File: config.mk
export PLATFORM = sky130hd
export DESIGN_NAME = adc_decimator
export DESIGN_NICKNAME = d
export VERILOG_FILES = /design/src/rtl/decim_pkg.sv /design/src/rtl/decim_scaler.sv /design/src/rtl/adc_decimator.sv
export SDC_FILE = /design/constraint.sdc
export NUM_CORES = 2
export LEC_CHECK = 0
export ABC_AREA = 1
export CAP_MARGIN = 20
export CELL_PAD_IN_SITES_DETAIL_PLACEMENT = 0
export CELL_PAD_IN_SITES_GLOBAL_PLACEMENT = 1
export CORE_MARGIN = 4
export CORE_UTILIZATION = 45
export CTS_CLUSTER_DIAMETER = 50
export DETAILED_ROUTE_END_ITERATION = 10
export PLACE_DENSITY = 0.75
export SLEW_MARGIN = 30
export SYNTH_ARGS = -nofsm -noshare
export SYNTH_HDL_FRONTEND = slang
export SYNTH_HIERARCHICAL = 1
export SYNTH_SLANG_ARGS = --single-unit
File: constraint.sdc
create_clock -name Fg_CLK -period 7.8 [get_ports Fg_CLK]
set_input_delay 1.17 -clock Fg_CLK [delete_from_list [all_inputs] [get_ports Fg_CLK]]
set_output_delay 1.17 -clock Fg_CLK [all_outputs]
set_load 0.01 [all_outputs]
File: src/rtl/decim_pkg.sv
// -----------------------------------------------------------------------------
// decim_pkg
// Shared types and constants for the ADC decimator:
//   - state_e       : decimator FSM states (IDLE, ACCUM)
//   - ratio_t       : {R, K} pair, block length and Q29 reciprocal of R
//   - R_* / K_*     : ratio and scale constant tables
//   - Q29_SHIFT     : binary point of K
//   - ROUND_CONST   : half an LSB of the Q29 result, for round half-up
//   - mode_to_ratio : maps the 3-bit Mode input to its {R, K} pair
// -----------------------------------------------------------------------------
package decim_pkg;

  localparam int CNT_W     = 10;  // holds R-1 up to 999
  localparam int K_W       = 32;
  localparam int PROD_W    = 64;
  localparam int Q29_SHIFT = 29;

  localparam logic signed [PROD_W-1:0] ROUND_CONST = 64'sd268435456;  // 2^28

  typedef enum logic {
    IDLE,
    ACCUM
  } state_e;

  typedef struct packed {
    logic [CNT_W-1:0] r;
    logic [K_W-1:0]   k;
  } ratio_t;

  localparam logic [CNT_W-1:0] R_1    = 10'd1;
  localparam logic [CNT_W-1:0] R_10   = 10'd10;
  localparam logic [CNT_W-1:0] R_100  = 10'd100;
  localparam logic [CNT_W-1:0] R_1000 = 10'd1000;

  // K = round(2^29 / R), identical to the transmit-path interpolator table.
  localparam logic [K_W-1:0] K_1    = 32'd536870912;
  localparam logic [K_W-1:0] K_10   = 32'd53687091;
  localparam logic [K_W-1:0] K_100  = 32'd5368709;
  localparam logic [K_W-1:0] K_1000 = 32'd536871;

  // Modes 4..7 are reserved and fall back to pass-through (R=1).
  function automatic ratio_t mode_to_ratio(input logic [2:0] mode);
    ratio_t rt;
    case (mode)
      3'd1:    rt = '{r: R_10,   k: K_10};
      3'd2:    rt = '{r: R_100,  k: K_100};
      3'd3:    rt = '{r: R_1000, k: K_1000};
      default: rt = '{r: R_1,    k: K_1};
    endcase
    return rt;
  endfunction

endpackage

File: src/rtl/decim_scaler.sv
// -----------------------------------------------------------------------------
// decim_scaler
// One registered stage that turns a block sum into a block average:
//   out = (sum * K + 2^28) >>> 29, i.e. bits [60:29] of the rounded product.
// Ports:
//   clk, rst      : clock, asynchronous active-high reset
//   in_sum        : signed block sum
//   in_k          : unsigned Q29 reciprocal of the block length
//   in_valid      : in_sum/in_k carry a finished block this cycle
//   out_data      : signed rounded average (registered)
//   out_valid     : out_data was loaded on the last edge
// -----------------------------------------------------------------------------
module decim_scaler
  import decim_pkg::*;
#(
  parameter int ACC_W = 32
) (
  input  logic                    clk,
  input  logic                    rst,
  input  logic signed [ACC_W-1:0] in_sum,
  input  logic        [K_W-1:0]   in_k,
  input  logic                    in_valid,
  output logic signed [ACC_W-1:0] out_data,
  output logic                    out_valid
);

  logic signed [PROD_W-1:0] sum_ext;
  logic signed [PROD_W-1:0] k_ext;
  logic signed [ACC_W-1:0]  data_q, data_d;
  logic                     valid_q, valid_d;

  assign sum_ext = PROD_W'(in_sum);
  // K is unsigned: zero-extend so the multiply treats it as positive.
  assign k_ext   = {{(PROD_W-K_W){1'b0}}, in_k};

  always_comb begin
    data_d  = data_q;
    valid_d = in_valid;
    if (in_valid) begin
      // Arithmetic shift keeps floor semantics, so +2^28 gives round half-up
      // for negative sums too. |sum| <= 2,048,000 keeps the product in range.
      data_d = ACC_W'((sum_ext * k_ext + ROUND_CONST) >>> Q29_SHIFT);
    end
  end

  always_ff @(posedge clk or posedge rst) begin
    if (rst) begin
      data_q  <= '0;
      valid_q <= 1'b0;
    end else begin
      data_q  <= data_d;
      valid_q <= valid_d;
    end
  end

  assign out_data  = data_q;
  assign out_valid = valid_q;

endmodule

File: src/rtl/adc_decimator.sv
// -----------------------------------------------------------------------------
// adc_decimator
// Converts offset-binary ADC samples to two's complement, sums blocks of
// R = 1/10/100/1000 samples and emits the Q29-scaled block average over a
// valid/ready handshake.
// Ports:
//   Fg_CLK, Fg_RESET : clock, asynchronous active-high reset
//   AdcData/AdcValid : offset-binary sample and its qualifier
//   Mode             : ratio select, latched when a run starts
//   Run              : level; 1 = decimate, 0 = stop and drop partial block
//   OutData/OutValid : block average and its unconsumed flag
//   OutReady         : consumer accepts OutData
//   Busy             : FSM is accumulating
//   Overrun          : sticky, an unconsumed result was overwritten
//   FrameCount       : completed blocks, wrapping
// Latency: last sample of a block at edge k -> sum at k, scaled at k+1,
// OutData/OutValid/FrameCount at k+2.
// -----------------------------------------------------------------------------
module adc_decimator
  import decim_pkg::*;
#(
  parameter int DATA_W = 12,
  parameter int ACC_W  = 32
) (
  input  logic                    Fg_CLK,
  input  logic                    Fg_RESET,
  input  logic [DATA_W-1:0]       AdcData,
  input  logic                    AdcValid,
  input  logic [2:0]              Mode,
  input  logic                    Run,
  output logic signed [ACC_W-1:0] OutData,
  output logic                    OutValid,
  input  logic                    OutReady,
  output logic                    Busy,
  output logic                    Overrun,
  output logic [15:0]             FrameCount
);

  state_e                  state_q, state_d;
  logic signed [ACC_W-1:0] acc_q, acc_d;
  logic [CNT_W-1:0]        count_q, count_d;
  logic [CNT_W-1:0]        r_q, r_d;
  logic [K_W-1:0]          k_q, k_d;
  logic signed [ACC_W-1:0] sum_q, sum_d;
  logic [K_W-1:0]          sum_k_q, sum_k_d;
  logic                    sum_valid_q, sum_valid_d;
  logic signed [ACC_W-1:0] out_data_q, out_data_d;
  logic                    out_valid_q, out_valid_d;
  logic                    overrun_q, overrun_d;
  logic [15:0]             frame_count_q, frame_count_d;

  logic signed [ACC_W-1:0] sample_s;
  logic signed [ACC_W-1:0] scl_data;
  logic                    scl_valid;
  logic                    run_start;
  ratio_t                  mode_ratio;

  // Flipping the MSB turns offset binary into two's complement.
  assign sample_s   = ACC_W'($signed({~AdcData[DATA_W-1], AdcData[DATA_W-2:0]}));
  assign mode_ratio = mode_to_ratio(Mode);
  assign run_start  = (state_q == IDLE) && Run;

  // FSM, accumulator and block counter.
  always_comb begin
    // NOTE: every *_d takes its current value first, so no branch leaves a
    // signal unassigned and no latch is inferred.
    state_d     = state_q;
    acc_d       = acc_q;
    count_d     = count_q;
    r_d         = r_q;
    k_d         = k_q;
    sum_d       = sum_q;
    sum_k_d     = sum_k_q;
    sum_valid_d = 1'b0;

    case (state_q)
      IDLE: begin
        if (Run) begin
          state_d = ACCUM;
          r_d     = mode_ratio.r;
          k_d     = mode_ratio.k;
          acc_d   = '0;
          count_d = '0;
        end
      end
      ACCUM: begin
        if (!Run) begin
          // Run has priority over a sample on the same edge.
          state_d = IDLE;
          acc_d   = '0;
          count_d = '0;
        end else if (AdcValid) begin
          if (count_q == r_q - CNT_W'(1)) begin
            // Hand the finished sum to the scaler and restart on the same
            // edge so a gap-free stream loses nothing. K travels with the
            // sum so a quick stop/restart cannot rescale an in-flight block.
            sum_d       = acc_q + sample_s;
            sum_k_d     = k_q;
            sum_valid_d = 1'b1;
            acc_d       = '0;
            count_d     = '0;
          end else begin
            acc_d   = acc_q + sample_s;
            count_d = count_q + CNT_W'(1);
          end
        end
      end
      default: state_d = IDLE;
    endcase
  end

  // Output register and handshake.
  always_comb begin
    out_data_d    = out_data_q;
    out_valid_d   = out_valid_q;
    overrun_d     = overrun_q;
    frame_count_d = frame_count_q;

    if (run_start) overrun_d = 1'b0;

    if (scl_valid) begin
      out_data_d    = scl_data;
      out_valid_d   = 1'b1;
      frame_count_d = frame_count_q + 16'd1;
      if (out_valid_q && !OutReady) overrun_d = 1'b1;
    end else if (out_valid_q && OutReady) begin
      out_valid_d = 1'b0;
    end
  end

  decim_scaler #(
    .ACC_W(ACC_W)
  ) u_scaler (
    .clk      (Fg_CLK),
    .rst      (Fg_RESET),
    .in_sum   (sum_q),
    .in_k     (sum_k_q),
    .in_valid (sum_valid_q),
    .out_data (scl_data),
    .out_valid(scl_valid)
  );

  always_ff @(posedge Fg_CLK or posedge Fg_RESET) begin
    if (Fg_RESET) begin
      state_q       <= IDLE;
      acc_q         <= '0;
      count_q       <= '0;
      r_q           <= R_1;
      k_q           <= K_1;
      sum_q         <= '0;
      sum_k_q       <= '0;
      sum_valid_q   <= 1'b0;
      out_data_q    <= '0;
      out_valid_q   <= 1'b0;
      overrun_q     <= 1'b0;
      frame_count_q <= '0;
    end else begin
      // NOTE: non-blocking assignments so every flop samples pre-edge values.
      state_q       <= state_d;
      acc_q         <= acc_d;
      count_q       <= count_d;
      r_q           <= r_d;
      k_q           <= k_d;
      sum_q         <= sum_d;
      sum_k_q       <= sum_k_d;
      sum_valid_q   <= sum_valid_d;
      out_data_q    <= out_data_d;
      out_valid_q   <= out_valid_d;
      overrun_q     <= overrun_d;
      frame_count_q <= frame_count_d;
    end
  end

  assign OutData    = out_data_q;
  assign OutValid   = out_valid_q;
  assign Overrun    = overrun_q;
  assign FrameCount = frame_count_q;
  assign Busy       = (state_q == ACCUM);

endmodule

* Word-level counts from Yosys, hierarchy flattened
Cells that the tools add are included.
** Word-level totals
- Bits in latches :: 0
- Word-level logic and storage cells :: 57
- Register bits after elaboration :: 233
- Output and inout bits :: 51
- ROM bits :: 0
- Input port bits :: 20
- RAM bits :: 0
- Memories kept :: 0
** Cells by class
- Bitwise gates (word level) :: 2
- Shifts and indexed selects :: 0
- Reduce and logical (&&, ||, !) cells :: 8
- Add/sub/neg operators :: 5
- Multipliers :: 1
- Order comparisons :: 0
- Muxes and demuxes :: 21
- Eq/ne operators :: 6
- Divide/modulo/power cells :: 0
** Operators by type and width (count)
- $mux W32 :: 4
- $pmux W42 S3 :: 1
- $pmux W32 S2 :: 1
- $add A61 B30 Y61 const B :: 1
- $mul A32 B33 Y61 :: 1
- $mux W10 :: 4
- $add A32 B12 Y32 :: 1
- $pmux W10 S2 :: 1
- $add A16 B1 Y16 const B :: 1
- $add A10 B1 Y10 const B :: 1
- $eq A10 B10 Y1 :: 1
- $mux W1 :: 10
- $sub A10 B1 Y10 const B :: 1
- $eq A3 B2 Y1 const B :: 2
- $reduce_and A2 Y1 :: 2
- $reduce_and A4 Y1 :: 1
- $eq A3 B1 Y1 const B :: 1
- $logic_and A1 B1 Y1 :: 3
- $ne A3 B3 Y1 const B :: 1
- $ne A2 B2 Y1 const B :: 1
- $not A1 Y1 :: 2
- $reduce_bool A2 Y1 :: 1
- $logic_not A1 Y1 :: 1

* Logic depth before layout (Yosys ltp)
- Word-level depth :: 6
- Depth in mapped cells :: 33
- Gate-level depth less buffers :: 32

* Cells and area by module
The synthesis kept the hierarchy.
** By module, submodules not included
- decim_scaler :: cells each 4799, area an instance 36074.6 um2, times used 1
- adc_decimator :: cells each 1180, area an instance 8280.4 um2, times used 1

* Least setup slack after synthesis
OpenSTA, ideal clock, no wires.
- Path kind :: reg-to-reg
- Start point :: register sum_k_q[22]
- End point :: register u_scaler.data_q[20], in the netlist u_scaler/out_data[20]
- Buffers on the path :: 1
- Cell stages (with the launch flop) :: 28
- Arrival :: 6.556 ns
- Slack :: 1.126 ns
- Cells stage by stage :: dfrtp_1 > clkbuf_1 > nand2_1 > fa_1 > inv_1 > fa_1 > inv_1 > fa_1 > inv_1 > fa_1 > fa_1 > fa_1 > fa_1 > inv_1 > fa_1 > inv_1 > ha_1 > nand2_1 > nor2_1 > inv_2 > nor2_2 > inv_2 > nor3_1 > nand2_1 > nand3_1 > nand2_1 > nand3_1 > nand2_1
** Between the ends
- Cells in the longest elaborated chain, start to end :: 2
** Ends and longest elaborated chain
- start, declared :: RTL line adc_decimator.sv:45 : logic [K_W-1:0] sum_k_q, sum_k_d;
- start signal, assigned :: RTL line adc_decimator.sv:165 : sum_k_q <= sum_k_d;
- $mul A32 B33 Y61 :: RTL line decim_scaler.sv:42 : data_d = ACC_W'((sum_ext * k_ext + ROUND_CONST) >>> Q29_SHIFT);
- $add A61 B30 Y61 :: RTL line decim_scaler.sv:42
- end signal, assigned :: RTL line decim_scaler.sv:51 : data_q <= data_d;
- end, declared :: RTL line decim_scaler.sv:29 : logic signed [ACC_W-1:0] data_q, data_d;
No other way between the ends.
A chain may end at the register's enable or synchronous reset.

* Worst setup path in the final report
- Start point :: register sum_k_q[20]
- End point :: register u_scaler.data_q[27], in the netlist u_scaler/out_data[27]
The elaborated chain is that of the path after synthesis.

==> qor.yml <==
synthesis:
  synthCells: 5979
  synth.avg_cell_area_sq_um: 7.418
  synth.cell_area_sq_um: 44360
  synth-main-ff-cell: "dfrtp_1"
  ys_seq_area_share_pct: 9.876
  synth_edf_count: 0
  ys_types: 42
  synth_seq_cells: 175
  async_reset_ff_share_pct: 100.0
  synth_warnings: 6
setup_path:
  cpPeakStageDelay_ns: 0.65
  cp_common_cell: "fa_1"
  crit_arrival_ns: 7.78
  critPathMaxFanout: 29
  worst-setup-path-type: "reg -> reg"
  crit_family: "adder cells"
  setup.worst_path.start_class: "register"
  worstSetupEndpointType: "register"
  crit_required_ns: 8.18
  crit_buf_inv: 7
  crit_slowest_cell: "dfrtp_4"
route:
  drt_wl_total_um: 132100
  ant_nets: 0
  viasPerCell: 4.814
  vias: 35220
  drtIter0Drc: 2326
  drc: 0
  firstDrtPassIters: 5
  post_drt_wl_per_cell_um: 18.06
grt:
  antenna_found_initial: 1
  overflow: 0
  grt_pass1_wl_um: 213100
  grt.total_usage_pct: 26.69
  first_global_vias: 37500
  grt_max_degree: 81
finish:
  antenna_cells: 0
  final_cell_mix: "nand2_1 (1,933), inv_1 (1,734), fa_1 (897), ha_1 (295), nor2_1 (189)"
  drive_gt1_share_pct: 3.890
  nNetsFinal: 7240
  final_common_cell: "nand2_1"
  syn2layout_area_growth_pct: 7.532
placement:
  hpwl_um: 110800
  gp_congestion: 0.8985
  portBuffers: 70
power:
  power.switching_mw: 1.452
  p_total_mw: 3.315
  irDropWorstVdd_uv: 155.3
  combPwrFrac_pct: 41.1
  powerDensity_nw_per_um2: 69.50
  seq_power_share_pct: 32.4
  p_sw_share_pct: 43.79
  p_leak_nw: 29.35
  internal_power_mw: 1.863
  clockPowerShare_pct: 26.5
sta:
  relSlewSlack_pct: 35.03
  post-route-period-util_pct: 94.99
  drv_slew: 0
  rsz0062_at_grt: "false"
  fmax_ghz: 0.1350
  holdWs_ns: 0.4803
  skew_ns: 0.01840
  final_hold_viol_count: 0
  setup_viol: 0
  tightest_slew_ns: 0.9746
  fin_crit_ns: 7.409
  finalSetupTns_ns: 0
clocking:
  cts_tree: "done"
  cts_buffers: 17
  clock_latency_ns: 0.49
  cts_root_buf: "clkbuf_16"
  cts.repair.resized: 0
  htreeDepth: 4
  clk_pin_slew_ns: 0.09
  cts_sinks: 175
  cts_buffer_depth: 2
hold_path:
  hp-class: "reg -> reg"
die:
  num_rows: 114
  initial_utilization_pct: 45.60
  fp.coreArea_sq_um: 97280
  die_area_sq_um: 103700
  io_pins: 71
  fp.dieW_um: 322.0
  die_h_um: 322.0
status:
  outcome: "finished clean"
run:
  max_cap_viol_count: 0
area by class of cell:
class	instances	area, sq um
fillers	9974	49580
clock buffers	17	425.4
multi-input cells	3858	32650
clock inverters	15	125.1
repair buffers	205	1843
well taps	1276	1597
inverters	1771	6654
flip-flops and latches	175	4400
registers in the layout (all words and copies together) (netlist names):
name	flops
Busy	1
FrameCount	16
OutData	32
OutValid	1
Overrun	1
acc_q	32
count_q	10
k_q	2
r_q	6
sum_k_q	8
sum_q	32
sum_valid_q	1
u_scaler/out_data	32
u_scaler/out_valid	1
cell families (layout without fill, tap and decap cells):
kind of cell,after synthesis,in the layout,synth area share (%)
simple gates,2346,2346,20.77
buf+inv,1992,2008,16.91
xor+xnor,48,48,0.9478
flops,175,175,9.876
compound gates,225,225,2.688
fa+ha+maj,1192,1192,48.81
other cells,1,47,0.008455
power groups by stage:
stage               Sequential, mW  Clock [mW]  Combinational (mW)
floorplan                     1.03           0               0.852
global placement              1.09           0                1.32
detailed placement            1.09           0                1.32
CTS                           1.07       0.906                1.33
global route                  1.08       0.931                1.52
finish                        1.07       0.880                1.36
metrics by stage:
step                      util [%]  worst slack, ns  cell area [sq um]  cells
after detailed placement     48.44           0.3996              47120   7284
after floorplan                  -            1.126              44530   6025
after CTS                    49.01           0.3398              47670   7316
after global placement       48.44           0.4270              47120   7284
after global routing         49.03         0.002588              47700   7317
final                        49.03           0.3911              47700   7317
synth_stat cells, drive strengths merged (2+ instances only):
cell       n  area [sq um]
buf       16         80.08
xor2      24         210.2
nor3      19         100.1
and3       2         12.51
xnor2     24         210.2
fa       897         17960
dfrtp    174          4354
or2       12         75.07
nand4     24         150.1
o21ai    104         520.5
nand3b     7         52.55
clkinv     5         20.01
nor4       4         31.28
and2       4         25.02
ha       295          3691
clkbuf   205         769.5
nand2   1936          7274
o21a       3         22.52
nand3    141         723.2
nor2     197         767.0
a21oi     98         501.7
o21bai    16         120.1
inv     1766          6629
worst reg2reg max path, stage by stage, from the launching register on:
cell,delay (ns)
dfrtp_4,0.65
buf_12,0.27
nand2_1,0.09
fa_1,0.50
inv_1,0.06
fa_1,0.53
inv_1,0.06
fa_1,0.52
inv_1,0.05
fa_1,0.48
fa_1,0.59
fa_1,0.46
fa_1,0.56
inv_1,0.07
fa_1,0.52
inv_1,0.05
ha_1,0.35
nand2_1,0.13
nor2_1,0.14
inv_2,0.10
o21ai_1,0.32
nand2_1,0.11
a21oi_1,0.29
nor2_1,0.13
nand2_1,0.08
nand2_1,0.05
nand3_1,0.08
nand2_1,0.06
routing by layer:
metal / wire (um) / up-vias / share of wire [%] / track usage (%)
met3: 6536 / 140 / 4.9 / 2.784
met4: 3353 / 0 / 2.5 / 6.506
li1: - / 16860 / - / -
met1: 59910 / 17400 / 45 / 37.58
met2: 62340 / 825 / 47 / 44.57
met5: 0 / - / 0 / 0
final timing paths:
kind	slack, ns	startpoint	cells after the start	end
min in group asynchronous	1.20	Fg_RESET	2	FrameCount[6]
max in group asynchronous	5.31	Fg_RESET	3	sum_k_q[13]
setup / recovery	0.39	sum_k_q[20]	27	u_scaler/out_data[27]
setup reg to reg	0.39	sum_k_q[20]	27	u_scaler/out_data[27]
hold reg to reg	0.48	OutData[1]	2	OutData[1]
hold / removal	0.48	OutData[1]	2	OutData[1]
timing repair:
action / 4_1_cts / 5_1_grt
setup endpoints to repair: 0 / 1
hold buffers: 0 / 0
buffers inserted: 0 / 1
(Power assumes the default switching activity.)
